<file path="config.mk">
export PLATFORM = sky130hd
export DESIGN_NAME = lsu_mem_if
export DESIGN_NICKNAME = d
export VERILOG_FILES = /design/src/rtl/lsu_mem_if.sv
export SDC_FILE = /design/constraint.sdc
export NUM_CORES = 1
export LEC_CHECK = 0
export ABC_AREA = 1
export CORE_AREA = 5 5 179 181
export DETAILED_ROUTE_END_ITERATION = 6
export DIE_AREA = 0 0 184 186
export GPL_ROUTABILITY_DRIVEN = 0
export PLACE_DENSITY = 0.8
export SETUP_SLACK_MARGIN = 0.05
export SYNTH_ARGS = -nofsm -noshare
export SYNTH_HDL_FRONTEND = slang
export SYNTH_SLANG_ARGS = --single-unit
</file>
<file path="constraint.sdc">
create_clock -name clk -period 2.1 [get_ports clk]
set_input_delay 0.315 -clock clk [delete_from_list [all_inputs] [get_ports clk]]
set_output_delay 0.315 -clock clk [all_outputs]
set_load 0.1 [all_outputs]
</file>
<file path="src/rtl/lsu_mem_if.sv">
// lsu_mem_if: load/store initiator driving a word-wide memory port with lane placement, load extension and legality checks
module lsu_mem_if #(
  parameter bit ERR_ON_MISALIGN = 1'b1
) (
  input  logic        clk,
  input  logic        rst_n,
  input  logic        req_valid,
  output logic        req_ready,
  input  logic        req_wen,
  input  logic [2:0]  req_funct3,
  input  logic [63:0] req_addr,
  input  logic [63:0] req_wdata,
  output logic        resp_valid,
  input  logic        resp_ready,
  output logic [63:0] resp_rdata,
  output logic        resp_err,
  output logic        men,
  output logic        mwen,
  output logic [63:0] raddr,
  input  logic [63:0] rdata,
  output logic [63:0] waddr,
  output logic [63:0] wdata,
  output logic [7:0]  wmask
);
  typedef enum logic [1:0] {IDLE, ACCESS, DONE} state_t;
  state_t      state_q;
  logic [2:0]  f3_q;
  logic [2:0]  off_q;
  logic [2:0]  off;
  logic [3:0]  nbytes;
  logic        illegal;
  logic        misal;
  logic [15:0] mask_w;
  logic [63:0] sh;
  logic        sx;
  logic [63:0] ld_ext;
  assign off     = req_addr[2:0];
  assign nbytes  = 4'd1 << req_funct3[1:0];
  assign illegal = req_wen ? req_funct3[2] : &req_funct3;
  // Strict mode wants natural alignment; relaxed mode only forbids crossing the 8-byte word.
  assign misal   = ERR_ON_MISALIGN ? |(off & 3'(nbytes - 4'd1)) : (({1'b0, off} + nbytes) > 4'd8);
  assign mask_w  = ((16'd1 << nbytes) - 16'd1) << off;
  assign sh      = rdata >> {off_q, 3'b000};
  assign sx      = ~f3_q[2];
  assign ld_ext  = f3_q[1:0] == 2'd0 ? {{56{sx & sh[7]}},  sh[7:0]}  :
                   f3_q[1:0] == 2'd1 ? {{48{sx & sh[15]}}, sh[15:0]} :
                   f3_q[1:0] == 2'd2 ? {{32{sx & sh[31]}}, sh[31:0]} : sh;
  // Request FSM with every handshake and memory-port output registered.
  always_ff @(posedge clk) begin
    if (!rst_n) begin
      state_q    <= IDLE;
      f3_q       <= '0;
      off_q      <= '0;
      req_ready  <= 1'b1;
      resp_valid <= 1'b0;
      resp_err   <= 1'b0;
      resp_rdata <= '0;
      men        <= 1'b0;
      mwen       <= 1'b0;
      raddr      <= '0;
      waddr      <= '0;
      wdata      <= '0;
      wmask      <= '0;
    end else begin
      case (state_q)
        IDLE: if (req_valid) begin
          f3_q      <= req_funct3;
          off_q     <= off;
          req_ready <= 1'b0;
          if (illegal || misal) begin
            state_q    <= DONE;
            resp_valid <= 1'b1;
            resp_err   <= 1'b1;
            resp_rdata <= '0;
          end else begin
            state_q <= ACCESS;
            men     <= 1'b1;
            mwen    <= req_wen;
            raddr   <= {req_addr[63:3], 3'b000};
            waddr   <= {req_addr[63:3], 3'b000};
            wdata   <= req_wdata << {off, 3'b000};
            wmask   <= mask_w[7:0];
          end
        end
        ACCESS: begin
          state_q    <= DONE;
          men        <= 1'b0;
          mwen       <= 1'b0;
          resp_valid <= 1'b1;
          resp_err   <= 1'b0;
          resp_rdata <= mwen ? '0 : ld_ext;
        end
        DONE: if (resp_ready) begin
          state_q    <= IDLE;
          req_ready  <= 1'b1;
          resp_valid <= 1'b0;
          resp_err   <= 1'b0;
        end
        default: state_q <= IDLE;
      endcase
    end
  end
endmodule

</file>
# == Word-level counts from Yosys, hierarchy flattened ==
# Index checks and enable logic that the tools add are counted.
# op_classes
eq_ne,8
shifts,5
bitwise_logic,6
n_mux,26
reduce_logical,15
add_sub_neg,2
# ops
cell,n
2-to-1 mux 64 bit,6
case mux 64 bit (2 select lines),1
left shift 64 x 6 -> 64 bit,1
right shift 64 x 6 -> 64 bit,1
"left shift 1 x 4 -> 16 bit, first input constant",1
left shift 16 x 3 -> 8 bit,1
"subtractor 16 x 1 -> 16 bit, second input constant",1
AND reduction 3 bit,5
2-to-1 mux 1 bit,10
"!= test 2 bit, second input constant",4
2-to-1 mux 2 bit,3
case mux 1 bit (2 select lines),3
case mux 1 bit (3 select lines),2
case mux 2 bit (3 select lines),1
"== test 2 x 1 -> 1 bit, second input constant",2
"== test 2 bit, second input constant",2
zero test 2 bit,2
AND reduction 2 bit,2
AND reduction 4 bit,1
nonzero test 2 bit,2
"left shift 1 x 2 -> 4 bit, first input constant",1
bitwise AND 1 bit,3
bitwise AND 3 bit,1
nonzero test 3 bit,1
other kinds (4),5
# totals
inputBits,200
word_cells,74
reg_bits,210

# == Longest topological paths before layout ==
# Gate-level depths: netlist (run 1).
# logic_depth
depth_word,8
ltp_mapped,13
depth_no_buf,12

# == Worst setup path before layout (run 1) ==
# OpenSTA, ideal clock, no wires.
# synth_timing
kind,flip-flop to flip-flop
start,register mwen
end,register resp_rdata[37]
t_required_ns,1.968
n_path_buf,2
path_stages_with_launch,8
setup_ns,0.132
t_arrival_ns,1.914
path_slack_ns,0.054
path_cell_list,dfxtp_1 > nor2_1 > nand3_1 > a21oi_1 > buf_4 > buf_4 > nand3_1 > a21oi_1
# synth_via
elab_chain_len,2
# synth_lines
element,line_no,rtl
start: declaration,18,"output logic mwen,"
start signal: assignment,78,mwen <= req_wen;
2-to-1 mux 64 bit,91,resp_rdata <= mwen ? '0 : ld_ext;
case mux 64 bit (2 select lines),65,case (state_q)
end signal: assignment,91,
end: declaration,15,"output logic [63:0] resp_rdata,"
# No other way between the ends.
# A chain may end at the register's enable or synchronous reset.

# == Final worst setup path (run 1) ==
# layout_timing
start,register off_q[0]
end,register resp_rdata[34]
# layout_via
elab_chain_len,7
elab_cells_between_ends,9
cone_classes,1 x shift; 5 x mux; 3 x bitwise
# layout_lines
element,line_no,rtl
start: declaration,28,logic [2:0] off_q;
start signal: assignment,53,off_q <= '0;
start signal: assignment,68,off_q <= off;
right shift 64 x 6 -> 64 bit (*),43,"assign sh = rdata >> {off_q, 3'b000};"
bitwise AND 1 bit,47,"f3_q[1:0] == 2'd2 ? {{32{sx & sh[31]}}, sh[31:0]} : sh;"
2-to-1 mux 64 bit,47,
2-to-1 mux 64 bit,46,"f3_q[1:0] == 2'd1 ? {{48{sx & sh[15]}}, sh[15:0]} :"
2-to-1 mux 64 bit (*),45,"assign ld_ext = f3_q[1:0] == 2'd0 ? {{56{sx & sh[7]}}, sh[7:0]} :"
2-to-1 mux 64 bit (*),91,
case mux 64 bit (2 select lines) (*),65,
# Every way passes the cells marked *; elsewhere a longest branch is shown, timed or not.

==> results of run 1 <==
==> power by group <==
part	total [uW]	leakage [uW]	internal, uW	switching [uW]
Clock	4230	0.000403	2520	1710
Combinational	7210	0.00517	2030	5170
Sequential	4570	0.00170	4310	257
==> registers in the layout, indices dropped and copies added (netlist names) <==
signal,count
f3_q,3
men,1
mwen,1
off_q,3
req_ready,1
resp_err,1
resp_rdata,64
resp_valid,1
state_q,2
waddr,61
wdata,64
wmask,8
==> kinds of logic (layout without fill, tap and decap cells) <==
kind of cell / Yosys count / in the layout / share of synthesized area [%]
AND/OR/NAND/NOR: 823 / 823 / 29.01
AO/OA/AOI/OAI: 452 / 452 / 21.13
buffers and inverters: 274 / 674 / 12.34
flip-flops: 210 / 210 / 36.20
multiplexers: 10 / 10 / 0.8620
adder cells (fa/ha/maj): 4 / 4 / 0.4310
other: 1 / 8 / 0.03229
==> worst max-delay path: cells and delay by family (launching register included) <==
family	cells	cell delay [ps]
buf+inv	2	330
simple gates	3	320
flops	1	410
compound gates	3	750
==> routing by layer <==
| layer | routed length, um | GRT usage (%) | vias to the layer above |
|---|---|---|---|
| met3 | 5226 | 6.117 | 150 |
| met4 | 2102 | 9.021 | 0 |
| li1 | - | - | 6580 |
| met2 | 22460 | 43.02 | 876 |
| met5 | 0 | 0 | - |
| met1 | 17820 | 30.75 | 6286 |
==> cell type report <==
cell class | count | area, um2 | share of cell area, %
flip-flops and latches | 210 | 4208 | 24.89
multi-input cells | 1295 | 6033 | 35.69
diodes | 2 | 5.005 | 0.02961
well taps | 396 | 495.5 | 2.931
repair buffers | 563 | 5097 | 30.15
clock inverters | 15 | 133.9 | 0.7919
inverters | 67 | 261.5 | 1.547
clock buffers | 29 | 670.6 | 3.967
==> layout by cell type (no fill, tap or decap), types with 24 or more instances in the layout <==
| master | Yosys | final |
|---|---|---|
| dfxtp_1 | 210 | 209 |
| o211ai_1 | 30 | 30 |
| buf_12 | 0 | 24 |
| nor2_1 | 65 | 65 |
| nand3_1 | 158 | 157 |
| clkdlybuf4s50_1 | 0 | 195 |
| clkbuf_16 | 0 | 29 |
| nand2_1 | 580 | 580 |
| o21ai_0 | 186 | 185 |
| buf_4 | 78 | 334 |
| inv_1 | 56 | 56 |
| a21oi_1 | 197 | 190 |
==> stage by stage <==
stage | setup TNS [ps] | area, um2
5_1_grt | 0 | 16910
2_1_floorplan | 0 | 11630
4_1_cts | 0 | 16730
3_3_place_gp | -69700 | 15920
3_5_place_dp | -80300 | 15920
6_report | 0 | 16910
==> worst min-delay path by stage <==
stage / cells after the start / slack, ps / start / to
after floorplan: 2 / 450 / rst_n / wdata[32]
after global placement: 2 / 440 / resp_valid / resp_valid
after detailed placement: 2 / 440 / resp_valid / resp_valid
after CTS: 5 / 320 / req_addr[1] / wdata[15]
after global routing: 5 / 340 / req_addr[1] / wdata[15]
final: 4 / 320 / req_funct3[0] / f3_q[0]
==> repair_timing <==
| item | 4_1_cts | 5_1_grt |
|---|---|---|
| pin swaps | 0 | 1 |
| gates cloned | 0 | 5 |
| gates resized for setup | 0 | 14 |
| setup buffers | 0 | 1 |
| endpoints found under the setup margin | 17 | 163 |
==> results.toml, run 1 <==
[critical_path]
endpoint = "resp_rdata[34]"
critPathMaxFanout = 48
cp_data_required_time_ps = 2470
reg2reg_setup_slack_ps = 130
reg2regPathDepth = 8
startpoint = "off_q[0]"
rr_endpoint = "resp_rdata[34]"
endpoint_kind = "flop"
crit_chain = "inv_2 -> buf_12 -> nand2_1 -> nand2_1 -> o21ai_0 -> o21ai_0 -> nand3_1 -> a21oi_1"
critical-path-slowest-cell = "o21ai_0"
worst_ep_arrival_time_ps = 2340
path_class = "reg2reg"
critPathMaxStageDelay_ps = 470
r2r-start = "off_q[0]"
cp-start-kind = "flop"

[yosys]
yosys-top-cells-count = "nand2_1, dfxtp_1, a21oi_1"
yosys-top-cells-area = "dfxtp_1, nand2_1, a21oi_1"
syn_inst = 1774
synth.most_common_cell = "nand2_1"
ys_types = 37
synthArstFlopShare_pct = 0
syn_area_per_cell_um2 = 6.546
syn_area_um2 = 11610
yosysSeqAreaShare_pct = 36.20
synthFlopType = "dfxtp_1"
synth-edff-count = 0
synth_top_cell_by_area = "dfxtp_1"
synth-seq-cells = 210
yosys.area.top_type_share_pct = 36.20
yosys_warnings = 0

[sta]
rsz0062_at_grt = "no"
worst_pin_slew_ps = 583.3
min_period_ps = 1973
hold_violations = 0
fmax_mhz = 506.8
skew_ps = 25.91
maxSlewViolCount = 0
period_share_pct = 93.97
setup_slack_ps = 126.7
max_slew_margin_pct = 60.70
fin_hold_ws_ps = 319.0
setup_viol = 0

[min_path]
hold_class = "in2reg"

[die]
die_h_um = 186
die_x_um = 184
core_um2 = 30270
rows = 64
pin_count = 469
start_util_pct = 38.36
die-area_um2 = 34220

[detailed_routing]
dr_total_vias = 13890
wirelength_mm = 47.61
viasPerCell = 5.391
dr.first_iter.drc_count = 1707
ant_nets = 0
wl_per_cell_um = 18.48
route.detailed.drc = 0
drt_pre_antenna_iters = 6

[status]
status = "complete, no violations"

[flow_run]
maxCapViolCount = 0

[layout]
layout-drive-gt1-share_pct = 20.42
nFillCells = 2822
nets = 2365
fin_cells = 2577
syn2layout_area_growth_pct = 45.58
utilization_pct = 55.85

[grt]
grt_usage_pct = 25.11
grt_overflow = 0
grt_max_degree = 81
grt_antenna_before_repair = 2
grt_pass1_wl_mm = 69.79
grt_pass1_vias = 13000

[clock_tree]
clock-sinks = 210
cts_buffers = 24
cts_tree = "built"
clkTransAtPathRegs_ps = 70
cts_root_buffer = "clkbuf_16"
hold_buffers = 0
clk_latency_ps = 510
clock_path_buffers = 3
h-tree-depth = 1

[pwr]
power_uw = 16010
p_leak_uw = 0.007276
power-per-cell-area_nw_per_um2 = 946.9
vdd_drop_max_uv = 633.0

[place]
hpwl_mm = 36.06
io_buffers = 462
dp_cells = 2525
post-place-ws_ps = -502.7
Note: power is estimated with default switching activity, not from simulation.
==> inputs of run 2 (changes only) <==
--- a/config.mk
+++ b/config.mk
@@ -10,6 +10,7 @@
 export DETAILED_ROUTE_END_ITERATION = 6
 export DIE_AREA = 0 0 184 186
 export GPL_ROUTABILITY_DRIVEN = 0
+export HOLD_SLACK_MARGIN = 0.12
 export PLACE_DENSITY = 0.8
 export SETUP_SLACK_MARGIN = 0.05
 export SYNTH_ARGS = -nofsm -noshare
==> results of run 2 <==
Final layout, timing and power as in run 1 (identical DEF).
==> inputs of run 3 (changes only) <==
--- a/config.mk
+++ b/config.mk
@@ -13,6 +13,7 @@
 export HOLD_SLACK_MARGIN = 0.12
 export PLACE_DENSITY = 0.8
 export SETUP_SLACK_MARGIN = 0.05
+export SLEW_MARGIN = 10
 export SYNTH_ARGS = -nofsm -noshare
 export SYNTH_HDL_FRONTEND = slang
 export SYNTH_SLANG_ARGS = --single-unit
==> constraint.sdc (replaced) <==
create_clock -name clk -period 2.2 [get_ports clk]
set_input_delay 0.33 -clock clk [delete_from_list [all_inputs] [get_ports clk]]
set_output_delay 0.33 -clock clk [all_outputs]
set_load 0.1 [all_outputs]
==> run 3 against run 2 <==
Against the previous run: sequential share of layout area increased by 0.32 points; utilization fell by 0.73 points; clock skew down 17 ps; via count is 0.57% lower; worst setup slack worse by 57 ps; highest routed layer unchanged; non-clock buffer count shrank 7; die area did not move; largest cell class unchanged; first-iteration DRC count is 21% lower; register-to-register slack better by 90 ps.
==> results.toml, run 3 (same netlist as run 1, synthesis figures left out) <==
[clock_tree]
clkTransAtPathRegs_ps = 60
cts_tree = "built"
clock_path_buffers = 3
cts_buffers = 23
clock-sinks = 210
h-tree-depth = 1
cts_root_buffer = "clkbuf_16"
clk_latency_ps = 500

[layout]
nets = 2357
layout-drive-gt1-share_pct = 19.58
mostFrequentLayoutCells = "nand2_1, buf_4, dfxtp_1"
antenna_cells = 0
final_common_cell = "nand2_1"
syn2layout_area_growth_pct = 43.67
top_regs = "resp_rdata: 64 flops, wdata: 64 flops, waddr: 61 flops"
design_area_um2 = 16680

[sta]
rsz0062_at_grt = "yes"
fmax_mhz = 469.3
setup_viol = 0
final.setup.tns_ps = 0
skew_ps = 9.196
min_period_ps = 2131
max_slew_margin_pct = 56.19
maxSlewViolCount = 0
hold_violations = 0
period_share_pct = 96.85
worst_pin_slew_ps = 654.8

[grt]
grt_pass1_vias = 12800
grt_pass1_wl_mm = 69.00
grt_max_degree = 67
grt_antenna_before_repair = 0
grt_overflow = 0
grt_usage_pct = 24.92

[critical_path]
rr_endpoint = "resp_rdata[44]"
r2r-start = "off_q[0]"
reg2regPathDepth = 10
path_class = "in2reg"
cp_data_required_time_ps = 2630
critPathMaxFanout = 12
cp-start-kind = "input pin"
endpoint_kind = "flop"
reg2reg_setup_slack_ps = 220
worst_ep_arrival_time_ps = 2560

[detailed_routing]
ant_nets = 0
dr.first_iter.drc_count = 1351
drt_pre_antenna_iters = 6
wl_per_cell_um = 18.47
viasPerCell = 5.394
route.detailed.drc = 0
wirelength_mm = 47.29
dr_total_vias = 13810

[die]
start_util_pct = 38.36
core_um2 = 30270
die-area_um2 = 34220
pin_count = 469
rows = 64
die_h_um = 186
die_x_um = 184

[min_path]
hold_end = "off_q[0]"
worstHoldPathCells = 3
hold_class = "in2reg"
hold_path.startpoint = "req_addr[0]"

[status]
status = "complete, no violations"

[pwr]
p_sw_uw = 6688
power_frac_comb_pct = 46.0
clkPwrFrac_pct = 24.4
p_int_uw = 8063
p_leak_uw = 0.007158
vdd_drop_max_uv = 497.6
p_sw_share_pct = 45.34
share_seq_of_total_power_pct = 29.6
power-per-cell-area_nw_per_um2 = 884.2

[place]
placed_area_um2 = 15830
hpwl_mm = 36.11
io_buffers = 462

[flow_run]
maxCapViolCount = 0
-- run 3: changes by cell type in the layout (fill, tap and decap cells not counted), sizes merged --
cell	before	now
buf	362	355
inv	66	64
clkinv	12	8
clkdlybuf4s50	195	196
dlymetal6s2s	2	1
diode	2	0
bufinv	2	1
-- run 3: power groups by stage --
stage | combinational, uW | clock [uW] | sequential (uW)
2_1_floorplan | 2850 | 0 | 6300
3_3_place_gp | 6540 | 0 | 4430
3_5_place_dp | 6590 | 0 | 4430
4_1_cts | 6610 | 3680 | 4360
5_1_grt | 7150 | 3840 | 4400
6_report | 6790 | 3600 | 4360
-- run 3: what timing repair did --
item                       CTS  global route
setup buffers                0             2
resized for setup            0            11
hold buffers                 0             0
setup endpoints to repair    0           121
-- run 3: how the worst max path moves through the flow --
stage	startpoint	cells past startpoint	endpoint
after floorplan	mwen	7	resp_rdata[37]
after global placement	req_funct3[0]	13	resp_rdata[37]
after detailed placement	req_funct3[0]	13	resp_rdata[22]
after CTS	req_funct3[0]	13	resp_rdata[22]
after global routing	req_funct3[1]	14	resp_rdata[40]
final	req_funct3[1]	14	resp_rdata[23]
-- run 3: worst max-delay path, stage by stage --
cell and delay [ps]:
clkdlybuf4s50_1 510, inv_1 50, nand2_1 80, inv_1 60, ha_1 260, or2_1 250, nand4_4 120, buf_12 110
a21oi_4 60, a21oi_4 180, buf_12 150, buf_6 160, nand3_1 100, a21oi_1 140
-- run 3: per-stage QoR --
step | hold slack [ps] | power, uW | setup slack, ps | utilization [%] | std cells
floorplan | 468.3 | 9151 | 154.2 | - | 1779
global placement | 433.9 | 10970 | -336.6 | 52.28 | 2517
detailed placement | 446.5 | 11030 | -454.3 | 52.28 | 2517
CTS | 328.0 | 14650 | 80.27 | 54.54 | 2554
global route | 354.2 | 15390 | 14.65 | 55.12 | 2561
finish | 355.3 | 14750 | 69.39 | 55.12 | 2561
-- run 3: layer usage --
metal	share of wire, %	track usage (%)
met4	4.7	10.59
met1	38	30.99
met3	11	6.215
met5	0	0
met2	47	41.24
-- run 3: layout make-up --
cell class / count / area [um2]
fillers: 2847 / 13590
multi-input cells: 1295 / 6017
repair buffers: 556 / 5016
flip-flops and latches: 210 / 4207
clock buffers: 29 / 608.1
well taps: 396 / 495.5
inverters: 67 / 265.3
clock inverters: 8 / 75.07
